### src/rtl/spirw_pkg.sv
`default_nettype none
// ============================================================================
// Module      : spirw_pkg
// Description : Command codes and frame-state enumeration shared by the
//               spirw master and slave.
// Revision    : 1.0 - initial release
// ============================================================================
package spirw_pkg;

  localparam logic [7:0] c_cmd_write = 8'h00;
  localparam logic [7:0] c_cmd_read  = 8'h01;

  typedef enum logic [2:0] {
    ST_IDLE  = 3'd0,
    ST_CMD   = 3'd1,
    ST_ADDR  = 3'd2,
    ST_DUMMY = 3'd3,
    ST_DATA  = 3'd4,
    ST_HOLD  = 3'd5
  } spirw_state_e;

endpackage
`default_nettype wire

### src/rtl/spirw_master_shift.sv
`default_nettype none
// ============================================================================
// Module      : spirw_master_shift
// Description : 8-bit SPI mode-0 shifter with built-in sclk divider. A load
//               starts a byte; byte_done marks the cycle whose closing edge is
//               the 8th falling sclk edge, so a new load there gives no gap.
// Revision    : 1.0 - initial release
// ============================================================================
module spirw_master_shift
  import spirw_pkg::*;
#(
  parameter int c_sclk_div = 2
) (
  input  logic       clk,
  input  logic       reset,
  input  logic       load_i,
  input  logic [7:0] load_data_i,
  input  logic       miso_i,
  output logic       sclk_o,
  output logic       mosi_o,
  output logic       byte_done_o,
  output logic       rx_done_o,
  output logic [7:0] rx_byte_o
);

  localparam int c_hc_w = (c_sclk_div > 1) ? $clog2(c_sclk_div) : 1;
  localparam logic [c_hc_w-1:0] c_hc_last = c_hc_w'(c_sclk_div - 1);

  logic              active_q;
  logic [c_hc_w-1:0] hc_q;
  logic [3:0]        half_q;
  logic              sclk_q;
  logic [7:0]        tx_q;
  logic [7:0]        rx_q;

  logic tick;
  logic rise;
  logic fall;

  assign tick        = active_q && (hc_q == c_hc_last);
  assign rise        = tick && !half_q[0];
  assign fall        = tick && half_q[0];
  assign byte_done_o = fall && (half_q == 4'd15);
  assign rx_done_o   = rise && (half_q == 4'd14);
  assign rx_byte_o   = {rx_q[6:0], miso_i};
  assign sclk_o      = sclk_q;
  assign mosi_o      = tx_q[7];

  // Half-period divider, sclk generation, mosi shift on fall, miso capture on rise
  always_ff @(posedge clk or posedge reset) begin
    if (reset) begin
      active_q <= 1'b0;
      hc_q     <= '0;
      half_q   <= 4'd0;
      sclk_q   <= 1'b0;
      tx_q     <= 8'h00;
      rx_q     <= 8'h00;
    end else if (load_i) begin
      active_q <= 1'b1;
      hc_q     <= '0;
      half_q   <= 4'd0;
      sclk_q   <= 1'b0;
      tx_q     <= load_data_i;
    end else if (active_q) begin
      if (tick) begin
        hc_q   <= '0;
        half_q <= half_q + 4'd1;
        if (rise) begin
          sclk_q <= 1'b1;
          rx_q   <= {rx_q[6:0], miso_i};
        end else begin
          sclk_q <= 1'b0;
          tx_q   <= {tx_q[6:0], 1'b0};
          if (half_q == 4'd15) begin
            active_q <= 1'b0;
          end
        end
      end else begin
        hc_q <= hc_q + 1'b1;
      end
    end
  end

endmodule
`default_nettype wire

### src/rtl/spirw_master.sv
`default_nettype none
// ============================================================================
// Module      : spirw_master
// Description : SPI mode-0 read/write master. Frame = command byte, address
//               bytes (MSB first), a dummy byte on reads, then len data bytes.
// Revision    : 1.0 - initial release
// ============================================================================
module spirw_master
  import spirw_pkg::*;
#(
  parameter int c_addr_bits = 32,
  parameter int c_sclk_div  = 2
) (
  input  logic                   clk,
  input  logic                   reset,
  input  logic                   start,
  input  logic                   rw,
  input  logic [c_addr_bits-1:0] addr,
  input  logic [15:0]            len,
  input  logic [7:0]             wr_data,
  output logic                   wr_next,
  output logic [7:0]             rd_data,
  output logic                   rd_valid,
  output logic                   busy,
  output logic                   done,
  output logic                   csn,
  output logic                   sclk,
  output logic                   mosi,
  input  logic                   miso
);

  localparam int          c_addr_bytes = c_addr_bits / 8;
  localparam logic [1:0]  c_ab_last    = 2'(c_addr_bytes - 1);
  localparam logic [15:0] c_hold_init  = 16'(c_sclk_div - 1);
  localparam logic [15:0] c_gap_init   = 16'(2 * c_sclk_div - 1);

  spirw_state_e           state_q;
  logic                   rw_q;
  logic [c_addr_bits-1:0] addr_q;
  logic [15:0]            len_q;
  logic [15:0]            cnt_q;
  logic [1:0]             ab_q;
  logic [15:0]            hold_q;
  logic [15:0]            gap_q;
  logic                   csn_q;
  logic                   busy_q;
  logic                   done_q;
  logic                   rd_valid_q;
  logic [7:0]             rd_data_q;

  logic       accept;
  logic       sh_load;
  logic [7:0] sh_data;
  logic       byte_done;
  logic       rx_done;
  logic [7:0] rx_byte;

  spirw_master_shift #(
    .c_sclk_div (c_sclk_div)
  ) u_shift (
    .clk         (clk),
    .reset       (reset),
    .load_i      (sh_load),
    .load_data_i (sh_data),
    .miso_i      (miso),
    .sclk_o      (sclk),
    .mosi_o      (mosi),
    .byte_done_o (byte_done),
    .rx_done_o   (rx_done),
    .rx_byte_o   (rx_byte)
  );

  // Chooses the next byte for the shifter; loads coincide with byte_done so
  // bytes run back to back. wr_next marks the edge that consumes wr_data.
  always_comb begin
    accept  = (state_q == ST_IDLE) && start && (gap_q == 16'd0);
    sh_load = 1'b0;
    sh_data = 8'h00;
    wr_next = 1'b0;
    case (state_q)
      ST_IDLE: begin
        sh_load = accept;
        sh_data = rw ? c_cmd_read : c_cmd_write;
      end
      ST_CMD: begin
        sh_load = byte_done;
        sh_data = addr_q[c_addr_bits-1 -: 8];
      end
      ST_ADDR: begin
        if (ab_q != 2'd0) begin
          sh_load = byte_done;
          sh_data = addr_q[c_addr_bits-1 -: 8];
        end else if (rw_q) begin
          sh_load = byte_done;
        end else if (len_q != 16'd0) begin
          sh_load = byte_done;
          sh_data = wr_data;
          wr_next = byte_done;
        end
      end
      ST_DUMMY: begin
        sh_load = byte_done && (len_q != 16'd0);
      end
      ST_DATA: begin
        if (cnt_q != 16'd0) begin
          sh_load = byte_done;
          if (!rw_q) begin
            sh_data = wr_data;
            wr_next = byte_done;
          end
        end
      end
      default: ;
    endcase
  end

  // Frame sequencing, byte/hold/gap counters and registered status outputs
  always_ff @(posedge clk or posedge reset) begin
    if (reset) begin
      state_q    <= ST_IDLE;
      rw_q       <= 1'b0;
      addr_q     <= '0;
      len_q      <= 16'd0;
      cnt_q      <= 16'd0;
      ab_q       <= 2'd0;
      hold_q     <= 16'd0;
      gap_q      <= 16'd0;
      csn_q      <= 1'b1;
      busy_q     <= 1'b0;
      done_q     <= 1'b0;
      rd_valid_q <= 1'b0;
      rd_data_q  <= 8'h00;
    end else begin
      done_q     <= 1'b0;
      rd_valid_q <= 1'b0;
      if (rx_done && (state_q == ST_DATA) && rw_q) begin
        rd_valid_q <= 1'b1;
        rd_data_q  <= rx_byte;
      end
      case (state_q)
        ST_IDLE: begin
          if (gap_q != 16'd0) begin
            gap_q <= gap_q - 16'd1;
          end
          if (accept) begin
            rw_q    <= rw;
            addr_q  <= addr;
            len_q   <= len;
            csn_q   <= 1'b0;
            busy_q  <= 1'b1;
            state_q <= ST_CMD;
          end
        end
        ST_CMD: begin
          if (byte_done) begin
            ab_q    <= c_ab_last;
            addr_q  <= addr_q << 8;
            state_q <= ST_ADDR;
          end
        end
        ST_ADDR: begin
          if (byte_done) begin
            if (ab_q != 2'd0) begin
              ab_q   <= ab_q - 2'd1;
              addr_q <= addr_q << 8;
            end else if (rw_q) begin
              state_q <= ST_DUMMY;
            end else if (len_q != 16'd0) begin
              cnt_q   <= len_q - 16'd1;
              state_q <= ST_DATA;
            end else begin
              hold_q  <= c_hold_init;
              state_q <= ST_HOLD;
            end
          end
        end
        ST_DUMMY: begin
          if (byte_done) begin
            if (len_q != 16'd0) begin
              cnt_q   <= len_q - 16'd1;
              state_q <= ST_DATA;
            end else begin
              hold_q  <= c_hold_init;
              state_q <= ST_HOLD;
            end
          end
        end
        ST_DATA: begin
          if (byte_done) begin
            if (cnt_q != 16'd0) begin
              cnt_q <= cnt_q - 16'd1;
            end else begin
              hold_q  <= c_hold_init;
              state_q <= ST_HOLD;
            end
          end
        end
        ST_HOLD: begin
          if (hold_q == 16'd0) begin
            csn_q   <= 1'b1;
            busy_q  <= 1'b0;
            done_q  <= 1'b1;
            gap_q   <= c_gap_init;
            state_q <= ST_IDLE;
          end else begin
            hold_q <= hold_q - 16'd1;
          end
        end
        default: state_q <= ST_IDLE;
      endcase
    end
  end

  assign csn      = csn_q;
  assign busy     = busy_q;
  assign done     = done_q;
  assign rd_valid = rd_valid_q;
  assign rd_data  = rd_data_q;

endmodule
`default_nettype wire

### config.mk
export PLATFORM = sky130hd
export DESIGN_NAME = spirw_master
export DESIGN_NICKNAME = d
export VERILOG_FILES = /design/src/rtl/spirw_pkg.sv /design/src/rtl/spirw_master_shift.sv /design/src/rtl/spirw_master.sv
export SDC_FILE = /design/constraint.sdc
export NUM_CORES = 1
export LEC_CHECK = 0
export CAP_MARGIN = 20
export CORE_MARGIN = 4
export CORE_UTILIZATION = 57
export DETAILED_ROUTE_END_ITERATION = 7
export PLACE_DENSITY = 0.8
export REMOVE_ABC_BUFFERS = 1
export SETUP_SLACK_MARGIN = 0.02
export SYNTH_ARGS = -nofsm -noshare
export SYNTH_HDL_FRONTEND = slang
export SYNTH_SLANG_ARGS = --single-unit
### constraint.sdc
create_clock -name clk -period 5 [get_ports clk]
set_clock_uncertainty 0.05 [all_clocks]
set_input_delay 1 -clock clk [delete_from_list [all_inputs] [get_ports clk]]
set_output_delay 1 -clock clk [all_outputs]
set_load 0.03 [all_outputs]
==> results.sh <==
export IMPL_rsz0062_at_grt="no"
export IMPL_die_x_um=120
export IMPL_overflow=0
export IMPL_htreeDepth=4
export IMPL_nFillCells=888
export IMPL_wl_per_cell_um=16.8
export IMPL_area_growth_pct=21.0
export IMPL_cts_buffers=17
export IMPL_wl_um=16200
export IMPL_synth_edff_count=0
export IMPL_dpl_cell_count=934
export IMPL_hold_path_class="register to register"
export IMPL_worst_path_max_delay_cell="clkdlybuf4s50_1"
export IMPL_ys_ff_latch=136
export IMPL_worst_slew_pin_slew_ns=0.946
export IMPL_ios=76
export IMPL_clockRootBuffer="clkbuf_16"
export IMPL_r2r_cells=7
export IMPL_hold_depth=1
export IMPL_clk_insertion_delay_late_ns=0.42
export IMPL_antenna_left=0
export IMPL_hold_buffers=0
export IMPL_slew_viol_final=0
export IMPL_clock_path_buffers=2
export IMPL_drt_iter0_markers=443
export IMPL_instances_no_fill=967
export IMPL_critPathMaxStageDelay_ns=0.59
export IMPL_grt_pass1_wl_um=27800
export IMPL_power_mw=5.46
export IMPL_diodes=0
export IMPL_endpoint_kind="output pin"
export IMPL_drt_pass1_iterations=5
export IMPL_postCtsSetupBuffers=0
export IMPL_final_hold_viol_count=0
export IMPL_synth_warnings=0
export IMPL_start_kind="register"
export IMPL_rows=40
export IMPL_port_buffers=75
export IMPL_vias=5774
export IMPL_antenna_found_initial=0
export IMPL_grt_max_degree=137
export IMPL_synth_ff_type="dfrtp_1"
export IMPL_cap_violations=0
export IMPL_clock_sinks=136
export IMPL_syn_area_sq_um=7170
export IMPL_synth_yosys_seq_area_share_pct=47.5
export IMPL_place_area_sq_um=8080
export IMPL_setup_viol=0
export IMPL_synth_largest_area_cell="dfrtp_1"
export IMPL_vdd_ir_drop_max_v=0.000470
export IMPL_start_util_pct=58.9
export IMPL_synth_common_cells="dfrtp_1 (135), nor2_1 (83), nand2_1 (59)"
export IMPL_cts_resized=0
export IMPL_timing_final_ws_setup_ns=1.00
export IMPL_gp_congestion=0.868
export IMPL_async_flop_share_pct=100
export IMPL_drive_above_1_share_pct=13.6
export IMPL_drc_errors=0
export IMPL_hold_slack_ns=0.426
export IMPL_hpwl_um=10900
export IMPL_regToRegEndpoint="cnt_q[3]$_DFFE_PP0P_"
export IMPL_grt_pass1_vias=5886
export IMPL_arrival_ns=2.95
export IMPL_utilization_pct=71.3
export IMPL_reg2reg_slack_ns=1.89
export IMPL_worst_path_buf_inv=2
export IMPL_post_place_ws_ns=1.44
export IMPL_cts_tree="done"
export IMPL_cp_max_fo=9
export IMPL_path_cells="nor4_1 -> and4_1 -> o32ai_2 -> buf_4 -> and2_1 -> clkdlybuf4s50_1"
export IMPL_crit_type="register to output pin"
export IMPL_max_freq_ghz=0.250
export IMPL_cp_top_family="simple AND/OR/NAND/NOR gates"
export IMPL_netlist_instances=715
export IMPL_avgSynthCellArea_sq_um=10.0
export IMPL_required_ns=3.95
export IMPL_fin_area_sq_um=8670
export IMPL_synth_cell_types=74
export IMPL_yosys_top_cells_area="dfrtp_1 (47%), mux2_2 (5.7%), nor2_1 (4.3%)"
export IMPL_period_share_pct=80.0
export IMPL_grt_use_total_pct=23.8
export IMPL_holdPathEnd="hold_q[7]$_DFFE_PP0P_"
export IMPL_core_sq_um=12200
export IMPL_power_leakage_nw=3.66
export IMPL_cellPowerDensity_nw_per_um2=630
export IMPL_max_slew_margin_pct=36.4
export IMPL_status="complete, no violations"
export IMPL_tns_ns=0
export IMPL_die_area_sq_um=14400
export IMPL_period_minus_slack_ns=4.00
export IMPL_nets=855
export IMPL_dieHeight_um=120
export IMPL_clkTransAtPathRegs_ns=0.06
export IMPL_r2r_start="u_shift.half_q[0]$_DFFE_PP0P_"
export IMPL_yosysMostFrequentCell="dfrtp_1"
export IMPL_routed_via_density=5.97
export IMPL_holdCritStartpoint="hold_q[7]$_DFFE_PP0P_"
export IMPL_synth_top_cell_area_share_pct=47.1
[cell usage in the layout, fill, tap and decap left out, drive strengths merged, types with 17 or more instances in the layout]
cell type / instances
a21oi: 39
clkbuf: 23
clkdlybuf4s50: 75
dfrtp: 135
inv: 17
mux2: 48
mux2i: 31
nand2: 59
nor2: 85
nor3: 37
nor4: 19
o21ai: 51
[area by class of cell]
class / instances / area, sq um / area share [%]
multi-input combinational: 532 / 3580 / 41.3
inverter: 15 / 58.8 / 0.678
tap: 168 / 210 / 2.42
clock inverter: 9 / 88.8 / 1.02
clock buffer: 23 / 498 / 5.74
sequential: 136 / 3400 / 39.3
timing repair buffer: 84 / 828 / 9.56
[layer usage]
layer | global-route usage, % | routed length (um) | vias to the layer above
li1 | - | - | 2765
met1 | 31.1 | 7030 | 2787
met2 | 37.2 | 7890 | 194
met3 | 7.68 | 1070 | 28
met4 | 9.02 | 248 | 0
met5 | 0 | 0 | -
[worst reg2reg max path: stages, from the launching register on]
cell      delay, ns
dfrtp_1        0.42
ha_1           0.20
nand3_2        0.10
or2_0          0.44
or4_1          0.87
o21ai_2        0.41
o21ai_1        0.15
a221oi_1       0.35
[report_power, final]
part	switching [mW]	total, mW	internal, mW
Clock	0.474	1.23	0.752
Sequential	0.458	2.02	1.56
Combinational	1.21	2.21	1.01
Total	2.14	5.46	3.32
[sequential cells by signal (all words and copies together) (netlist names), 2 cells and up]
register        count
u_shift.half_q      4
len_q              16
u_shift.tx_q        8
hold_q             16
cnt_q              16
addr_q             32
ab_q                2
gap_q              16
rd_data             8
u_shift.rx_q        7
state_q             3
[kinds of logic (layout without fill, tap and decap cells)]
kind of cell               after synthesis  count (layout)  synth area share (%)
AOI/OAI and AO/OA                      166             166                  15.1
xor gates and xnor gates                16              16                  1.96
DFF                                    136             136                  47.5
buffers and inverters                   47             131                  2.83
muxes                                   79              79                  11.9
and+or+nand+nor                        263             263                  19.2
adders and majority gates                8               8                  1.40
[worst max path at each step]
stage                               start                   to  slack [ns]  cells past startpoint
floorplan                           reset  ab_q[0]$_DFFE_PP0P_        0.31                      1
global placement     cnt_q[7]$_DFFE_PP0P_              wr_next        1.52                      6
global route        len_q[11]$_DFFE_PP0P_              wr_next        0.82                      6
detailed placement   len_q[7]$_DFFE_PP0P_              wr_next        1.44                      6
finish              len_q[11]$_DFFE_PP0P_              wr_next        1.00                      6
CTS                  len_q[7]$_DFFE_PP0P_              wr_next        0.97                      6
(Power assumes the default switching activity.)
